File: src/rtl/s298_response_misr.sv
`default_nettype none
// ============================================================================
// Module   : s298_response_misr
// Purpose  : Folds the s298 core's six outputs into a 16-bit MISR over a
//            programmable window. Optional golden compare: S298_MISR_COMPARE_EN
// Revision : 1.0  initial release
// ============================================================================
module s298_response_misr #(
  parameter int               DATA_W = 6,
  parameter int               SIG_W  = 16,
  parameter logic [SIG_W-1:0] POLY   = 16'h1021,
  parameter logic [SIG_W-1:0] SEED   = 16'h0000,
  parameter int               CNT_W  = 16,
  parameter int               WARMUP = 2
) (
  input  logic              clock,
  input  logic              reset,
  input  logic              start,
  input  logic [CNT_W-1:0]  window_len,
  input  logic [DATA_W-1:0] resp_in,
  input  logic              resp_valid,
`ifdef S298_MISR_COMPARE_EN
  input  logic [SIG_W-1:0]  golden_sig,
  output logic              pass,
  output logic              fail,
`endif
  output logic              busy,
  output logic              done,
  output logic [SIG_W-1:0]  signature,
  output logic [CNT_W-1:0]  sample_count
);

  localparam int WU_W = (WARMUP > 0) ? $clog2(WARMUP + 1) : 1;
  localparam logic [WU_W-1:0] WU_LAST = WU_W'(WARMUP);

  typedef enum logic [1:0] {
    ST_IDLE    = 2'd0,
    ST_SKIP    = 2'd1,
    ST_CAPTURE = 2'd2,
    ST_DONE    = 2'd3
  } state_t;

  state_t            state, state_next;
  logic [SIG_W-1:0]  sig_next;
  logic [SIG_W-1:0]  misr_next;
  logic [CNT_W-1:0]  cnt_next;
  logic [CNT_W-1:0]  cnt_inc;
  logic [CNT_W-1:0]  len_q, len_next;
  logic [WU_W-1:0]   warm_cnt, warm_next;

  // Shift left, fold the outgoing MSB back through the taps, then inject the sample.
  assign misr_next = {signature[SIG_W-2:0], 1'b0}
                   ^ (signature[SIG_W-1] ? POLY : '0)
                   ^ SIG_W'(resp_in);
  assign cnt_inc   = sample_count + CNT_W'(1);

  always_ff @(posedge clock) begin
    if (reset) begin
      state        <= ST_IDLE;
      signature    <= SEED;
      sample_count <= '0;
      len_q        <= '0;
      warm_cnt     <= '0;
    end else begin
      state        <= state_next;
      signature    <= sig_next;
      sample_count <= cnt_next;
      len_q        <= len_next;
      warm_cnt     <= warm_next;
    end
  end

  always_comb begin
    state_next = state;
    sig_next   = signature;
    cnt_next   = sample_count;
    len_next   = len_q;
    warm_next  = warm_cnt;
    busy       = 1'b0;
    done       = 1'b0;
    case (state)
      ST_IDLE, ST_DONE: begin
        done = (state == ST_DONE);
        if (start) begin
          state_next = ST_SKIP;
          len_next   = window_len;
          sig_next   = SEED;
          cnt_next   = '0;
          warm_next  = '0;
        end
      end
      ST_SKIP: begin
        busy      = 1'b1;
        warm_next = warm_cnt + WU_W'(1);
        if (warm_cnt == WU_LAST) begin
          state_next = (len_q == '0) ? ST_DONE : ST_CAPTURE;
        end
      end
      ST_CAPTURE: begin
        busy = 1'b1;
        if (resp_valid) begin
          sig_next = misr_next;
          cnt_next = cnt_inc;
          if (cnt_inc == len_q) begin
            state_next = ST_DONE;
          end
        end
      end
      default: state_next = ST_IDLE;
    endcase
  end

`ifdef S298_MISR_COMPARE_EN
  // Verdict appears from the second DONE cycle onward; a restart clears it at once.
  always_ff @(posedge clock) begin
    if (reset) begin
      pass <= 1'b0;
      fail <= 1'b0;
    end else if (state == ST_DONE && !start) begin
      pass <= (signature == golden_sig);
      fail <= (signature != golden_sig);
    end else begin
      pass <= 1'b0;
      fail <= 1'b0;
    end
  end
`endif

endmodule
`default_nettype wire

File: config.mk
export PLATFORM = sky130hd
export DESIGN_NAME = s298_response_misr
export DESIGN_NICKNAME = d
export VERILOG_FILES = /design/src/rtl/s298_response_misr.sv
export SDC_FILE = /design/constraint.sdc
export NUM_CORES = 1
export LEC_CHECK = 0
export ABC_CLOCK_PERIOD_IN_PS = 6400
export CAP_MARGIN = 40
export CORE_MARGIN = 10
export CORE_UTILIZATION = 54
export CTS_CLUSTER_DIAMETER = 50
export DETAILED_ROUTE_END_ITERATION = 8
export PLACE_DENSITY = 0.87
export SYNTH_ARGS = -nofsm -noshare
export SYNTH_HDL_FRONTEND = slang
export SYNTH_SLANG_ARGS = --single-unit
File: constraint.sdc
create_clock -name clock -period 6.4 [get_ports clock]
set_clock_uncertainty 0.2 [all_clocks]
set_input_delay 0.64 -clock clock [delete_from_list [all_inputs] [get_ports clock]]
set_output_delay 0.64 -clock clock [all_outputs]
set_load 0.01 [all_outputs]
==> run_results.csv, run 1 <==
group,metric,value,unit
outcome,status,"finished clean",
synthesis,muxShareOfSynthArea,0.417,%
synthesis,synth_xor_area_share,8.43,%
die,core-area,4790,um^2
job,cap_violations,0,
sta,whs,295,ps
sta,rsz0062_at_grt,"false",
power_and_ir_drop,seqPwrFrac,45.0,%
die,rows,25,
power_and_ir_drop,p_int,0.561,mW
routing,wl_per_cell,15.9,um
die,start_util,56.4,%
routing,drt_iter0_markers,264,
worst_setup_path,crit_fanout,8,
die,pin_count,60,
sta,max_clock_freq,0.343,GHz
synthesis,synth_top_family_by_area,"simple AND/OR/NAND/NOR gates",
layout,area_growth_syn_to_layout,25.2,%
sta,worst_slew_pin_slew,618,ps
layout,fillers,395,
global_routing,gr-usage-all-layers,17.5,%
layout,diodes,0,
power_and_ir_drop,p_leak,1.18,nW
die,fp.dieH,90.7,um
global_routing,antenna_found_initial,0,
global_routing,grt_pass1_wl,12400,um
placement,gp_congestion,0.914,
cts,clk_path_buf_depth,2,
synthesis,ys_types,45,
routing,drc,0,
worst_setup_path,cp_slowest_cell,"dfxtp_1",
placement,dp_cells,450,
global_routing,grt_max_degree,54,
synthesis,synth_compound_area_share,20.1,%
sta,drv_slew,0,
layout,fin_nets,421,
worst_setup_path,cp_slowest_stage_delay,500,ps
power_and_ir_drop,clkPwrFrac,23.0,%
global_routing,grt_pass1_vias,2634,
layout,final_cells,457,
power_and_ir_drop,p_switching,0.308,mW
global_routing,grt-ovfl-total,0,
routing,ant_nets,0,
synthesis,synth_area,2700,um^2
worst_setup_path,worstPathRequired,6400,ps
synthesis,ys_ff_latch,52,
placement,portBuffers,59,
worst_setup_path,worstSetupStartpointType,"flop",
synthesis,synthesis.nets,376,
cts,htreeDepth,2,
power_and_ir_drop,comb_power_share,32.0,%
sta,tns,0,ps
synthesis,ys_seq_area_share,38.5,%
cts,cts_resized,0,
cts,clkTransAtPathRegs,90,ps
cts,numCtsBuffers,5,
routing,num_vias,2661,
worst_setup_path,end_kind,"flop",
hold_path,hp-class,"flop to flop",
synthesis,synth_top_cell_area_share,38.5,%
layout,drive_gt1_share,3.08,%
sta,maxSlewHeadroom,58.7,%
layout,post-route-util,70.7,%
worst_setup_path,crit_type,"flop to flop",
worst_setup_path,worstPathArrival,2910,ps
placement,dpl.hpwl,5360,um
cts,hold_buffers,0,
worst_setup_path,crit_chain,"ha_1 > nand3_1 > nor3b_1 > o21ai_1 > a31o_1 > a2111oi_2 > a31oi_1 > mux2_1",
sta,fin_crit_sh,45.6,%
cts,cts-root-buf,"clkbuf_8",
synthesis,syn_inst,345,
routing,avgViaCountPerCell,5.82,
synthesis,synth_warnings,0,
sta,setup_viol,0,
cts,cts.sinks,52,
die,fp.dieW,90.7,um
cts,clock_latency,310,ps
synthesis,synth_simple_gate_area_share,24.4,%
power_and_ir_drop,swShare,35.5,%
synthesis,synthAdderAreaFrac,2.69,%
synthesis,synthTopCellsByArea,"dfxtp_1 (39%), a21oi_1 (6.9%), nor2_1 (6.5%), nand2_1 (6.4%), a22oi_1 (5.0%)",
cts,postCtsSetupBuffers,0,
sta,finalHoldViolations,0,
synthesis,synth_area_leader_cell,"dfxtp_1",
die,die_area,8230,um^2
power_and_ir_drop,p_per_area,257,nW/um^2
routing,totalWireLength,7260,um
routing,firstDrtPassIters,5,
cts,cts_tree,"built",
sta,layout_min_cycle_time,2920,ps
power_and_ir_drop,ir_drop,273,uV
synthesis,syn_avg_cell_area,7.83,um^2
[critical path, delay by kind of cell, from the launching register on]
kind | cells | cell delay (ps)
AOI/OAI and AO/OA | 4 | 970
adders and majority gates | 1 | 310
and+or+nand+nor | 2 | 500
muxes | 1 | 330
DFF | 1 | 500
[metal layers]
layer / routed length (um) / part of all wire [%] / GRT usage (%)
met3: 539 / 7.4 / 5.07
met1: 3100 / 43 / 21.2
met2: 3540 / 49 / 29.3
met4: 78 / 1.1 / 5.04
met5: 0 / 0 / 0
[placed cells by master (no fill, tap or decap), types with 6 or more instances in the layout]
master	instances
xnor2_1	15
and3_1	6
a21oi_1	37
inv_1	7
dfxtp_1	52
nand3_1	10
o21ai_0	8
clkbuf_8	7
nand2_1	46
nor4_1	8
a22oi_1	18
clkdlybuf4s50_1	59
nor3_1	6
xor2_1	11
nor2_1	47
[power groups by stage]
| stage | Sequential, mW | Combinational (mW) | Clock [mW] |
|---|---|---|---|
| floorplan | 0.388 | 0.192 | 0 |
| global placement | 0.396 | 0.264 | 0 |
| detailed placement | 0.397 | 0.274 | 0 |
| CTS | 0.390 | 0.275 | 0.200 |
| global route | 0.395 | 0.310 | 0.215 |
| finish | 0.391 | 0.278 | 0.200 |
[final timing paths]
check | to | from | cells after the start | slack (ps)
hold / removal | len_q[11]$_SDFFE_PP0P_ | len_q[11]$_SDFFE_PP0P_ | 2 | 290
hold reg to reg | len_q[11]$_SDFFE_PP0P_ | len_q[11]$_SDFFE_PP0P_ | 2 | 290
setup / recovery | state[1]$_SDFFE_PP0P_ | sample_count[0]$_SDFFE_PP0P_ | 8 | 3480
setup reg to reg | state[1]$_SDFFE_PP0P_ | sample_count[0]$_SDFFE_PP0P_ | 8 | 3480
[kinds of logic after synthesis]
family,Yosys count
simple gates,143
mux,1
compound gates,86
buf+inv,31
flops,52
fa+ha+maj,6
xor+xnor,26
[Yosys cell counts]
master	number
a2111oi_2	1
a211o_1	1
a211oi_1	5
a21oi_1	37
a22oi_1	18
a311oi_1	3
a31o_1	1
a31oi_1	4
a32oi_1	1
and2_1	1
and2b_1	1
and3_1	6
and4_1	2
buf_2	4
buf_4	2
buf_6	1
clkbuf_1	16
clkbuf_8	1
dfxtp_1	52
ha_1	5
inv_1	7
maj3_1	1
mux2_1	1
nand2_1	46
nand2b_1	4
nand3_1	10
nand3_2	1
nand3b_1	3
nand4_1	4
nor2_1	47
nor2b_1	1
nor3_1	6
nor3b_1	1
nor4_1	8
o211ai_1	2
o21ai_0	8
o21ai_1	1
o22ai_1	1
o311ai_1	1
o32a_1	1
o32ai_1	1
or3_1	1
or4_1	1
xnor2_1	15
xor2_1	11
[registers in the layout, indices dropped and copies added (netlist names)]
| signal | flops |
|---|---|
| sample_count | 16 |
| signature | 16 |
| warm_cnt | 2 |
| len_q | 16 |
| state | 2 |
[final cells by class]
class | instances | area, um^2 | area share, %
Multi-Input combinational cell | 262 | 1510 | 44.8
Tap cell | 67 | 83.8 | 2.48
Sequential cell | 52 | 1040 | 30.8
Clock buffer | 7 | 96.3 | 2.85
Timing Repair Buffer | 62 | 621 | 18.3
Inverter | 7 | 26.3 | 0.777
[metrics by stage]
stage               area [um^2]  total power [mW]  setup slack [ps]
detailed placement         3290             0.671              3350
global placement           3270             0.660              3430
CTS                        3380             0.865              3530
finish                     3380             0.869              3480
floorplan                  2700             0.581              3780
global route               3380             0.919              3260
Note: power is estimated with default switching activity, not from simulation.
==> run 2: changes to the inputs <==
==> config.mk (replaced) <==
export PLATFORM = sky130hd
export DESIGN_NAME = s298_response_misr
export DESIGN_NICKNAME = d
export VERILOG_FILES = /design/src/rtl/s298_response_misr.sv
export SDC_FILE = /design/constraint.sdc
export NUM_CORES = 1
export LEC_CHECK = 0
export ABC_CLOCK_PERIOD_IN_PS = 3100
export CAP_MARGIN = 40
export CORE_MARGIN = 10
export CORE_UTILIZATION = 50
export CTS_CLUSTER_DIAMETER = 50
export DETAILED_ROUTE_END_ITERATION = 8
export PLACE_DENSITY = 0.81
export SYNTH_ARGS = -nofsm -noshare
export SYNTH_HDL_FRONTEND = slang
export SYNTH_SLANG_ARGS = --single-unit
==> constraint.sdc (replaced) <==
create_clock -name clock -period 3.1 [get_ports clock]
set_clock_uncertainty 0.2 [all_clocks]
set_input_delay 0.31 -clock clock [delete_from_list [all_inputs] [get_ports clock]]
set_output_delay 0.31 -clock clock [all_outputs]
set_load 0.01 [all_outputs]
==> run_results.csv, run 2 (synthesized netlist as in run 1, its figures left out) <==
group,metric,value,unit
layout,drive_gt1_share,3.55,%
cts,clk_path_buf_depth,2,
sta,maxSlewHeadroom,46.6,%
global_routing,grt_max_degree,26,
power_and_ir_drop,p_per_area,520,nW/um^2
worst_setup_path,worstPathArrival,2860,ps
worst_setup_path,worstSetupStartpointType,"flop",
cts,htreeDepth,2,
die,start_util,52.2,%
layout,fin_nets,424,
layout,fillers,438,
worst_setup_path,crit_fanout,8,
sta,layout_min_cycle_time,2870,ps
sta,rsz0062_at_grt,"false",
worst_setup_path,cp.buffers_inverters,0,
global_routing,gr-usage-all-layers,16.6,%
placement,gp_congestion,1.01,
die,fp.dieH,93.5,um
worst_setup_path,crit_chain,"ha_1 > nand3_1 > nor3b_1 > o21ai_1 > a31o_1 > a2111oi_2 > a31oi_1 > mux2_1",
placement,dpl.hpwl,5410,um
layout,finish.instance_area,3390,um^2
worst_setup_path,cp_top_family,"compound AO/OA/AOI/OAI gates",
layout,final-seq-area,1040,um^2
routing,drt_iter0_markers,233,
cts,hold_buffers,0,
sta,drv_slew,0,
layout,layout_commonest_cell,"clkdlybuf4s50_1",
power_and_ir_drop,p_leak,1.19,nW
sta,setup_viol,0,
sta,worst_slew_pin_slew,798,ps
cts,cts_tree,"built",
cts,clkTransAtPathRegs,90,ps
die,rows,26,
placement,portBuffers,59,
hold_path,hp-class,"flop to flop",
global_routing,grt_pass1_wl,11900,um
routing,firstDrtPassIters,6,
routing,ant_nets,0,
routing,wl_per_cell,15.6,um
routing,totalWireLength,7260,um
placement,dpl_worst_slack,350,ps
layout,area_growth_syn_to_layout,25.7,%
cts,clock_latency,300,ps
sta,whs,292,ps
layout,multiInputGateArea,1510,um^2
worst_setup_path,cp_slowest_cell,"dfxtp_1",
layout,diodes,0,
sta,tns,0,ps
layout,top_regs,"len_q (16), sample_count (16), signature (16)",
worst_setup_path,end_kind,"flop",
sta,max_clock_freq,0.348,GHz
routing,num_vias,2645,
global_routing,grt_pass1_vias,2426,
cts,cts-root-buf,"clkbuf_8",
worst_setup_path,worstPathRequired,3090,ps
die,pin_count,60,
power_and_ir_drop,ir_drop,393,uV
die,die_area,8740,um^2
die,fp.dieW,93.5,um
die,core-area,5170,um^2
worst_setup_path,crit_type,"flop to flop",
job,cap_violations,0,
cts,postCtsSetupBuffers,0,
sta,finalHoldViolations,0,
routing,avgViaCountPerCell,5.70,
worst_setup_path,cp_slowest_stage_delay,480,ps
global_routing,antenna_found_initial,0,
sta,fin_crit_sh,92.6,%
cts,cts.sinks,52,
placement,place_area,3300,um^2
sta,setup_slack,228,ps
global_routing,grt-ovfl-total,0,
outcome,status,"finished clean",
layout,mostFrequentLayoutCells,"clkdlybuf4s50_1 (59), dfxtp_1 (52), nor2_1 (47)",
routing,drc,0,
cts,cts_resized,0,
cts,numCtsBuffers,5,
==> run 2: changes by cell type in the layout (fill, tap and decap cells not counted) <==
cell	delta
buf_4	+4
buf_8	-1
clkbuf_1	+2
clkbuf_8	-1
==> run 2: tightest hold or removal path: stages, from the launching register on <==
cell and delay (ps):
dfxtp_1 340, nand2_1 60, a21oi_1 50
==> run 2: worst paths after layout <==
path              cells past startpoint  slack, ps                      to                         start
hold / removal                        2        290  len_q[11]$_SDFFE_PP0P_        len_q[11]$_SDFFE_PP0P_
hold reg to reg                       2        290  len_q[11]$_SDFFE_PP0P_        len_q[11]$_SDFFE_PP0P_
setup / recovery                      8        230   state[1]$_SDFFE_PP0P_  sample_count[0]$_SDFFE_PP0P_
setup reg to reg                      8        230   state[1]$_SDFFE_PP0P_  sample_count[0]$_SDFFE_PP0P_
==> run 2: cell type report <==
class                   instances  share of cell area, %
clock buffers                   8                   2.65
multi-input cells             262                   44.6
flip-flops and latches         52                   30.7
inverters                       7                  0.774
repair buffers                 65                   18.7
well taps                      70                   2.58
==> run 2: through the flow <==
stage / std cells / util [%] / power [mW]
6_report: 464 / 65.6 / 1.77
4_1_cts: 464 / 65.6 / 1.77
2_1_floorplan: 345 / - / 1.20
3_5_place_dp: 456 / 63.9 / 1.39
3_3_place_gp: 456 / 63.9 / 1.38
5_1_grt: 464 / 65.6 / 1.89
==> run 2: power by group <==
group          internal [mW]  total [mW]  leakage [nW]  switching [mW]
clock network          0.182       0.389        0.0455           0.207
logic                  0.227       0.570         0.720           0.343
registers              0.733       0.807         0.422          0.0746
==> run 2: per-layer routing <==
layer / up-vias / GRT usage [%] / wire length [um]
li1: 1307 / - / -
met5: - / 0 / 0
met4: 0 / 3.86 / 82
met3: 7 / 4.64 / 598
met1: 1232 / 22.0 / 3210
met2: 99 / 25.9 / 3370
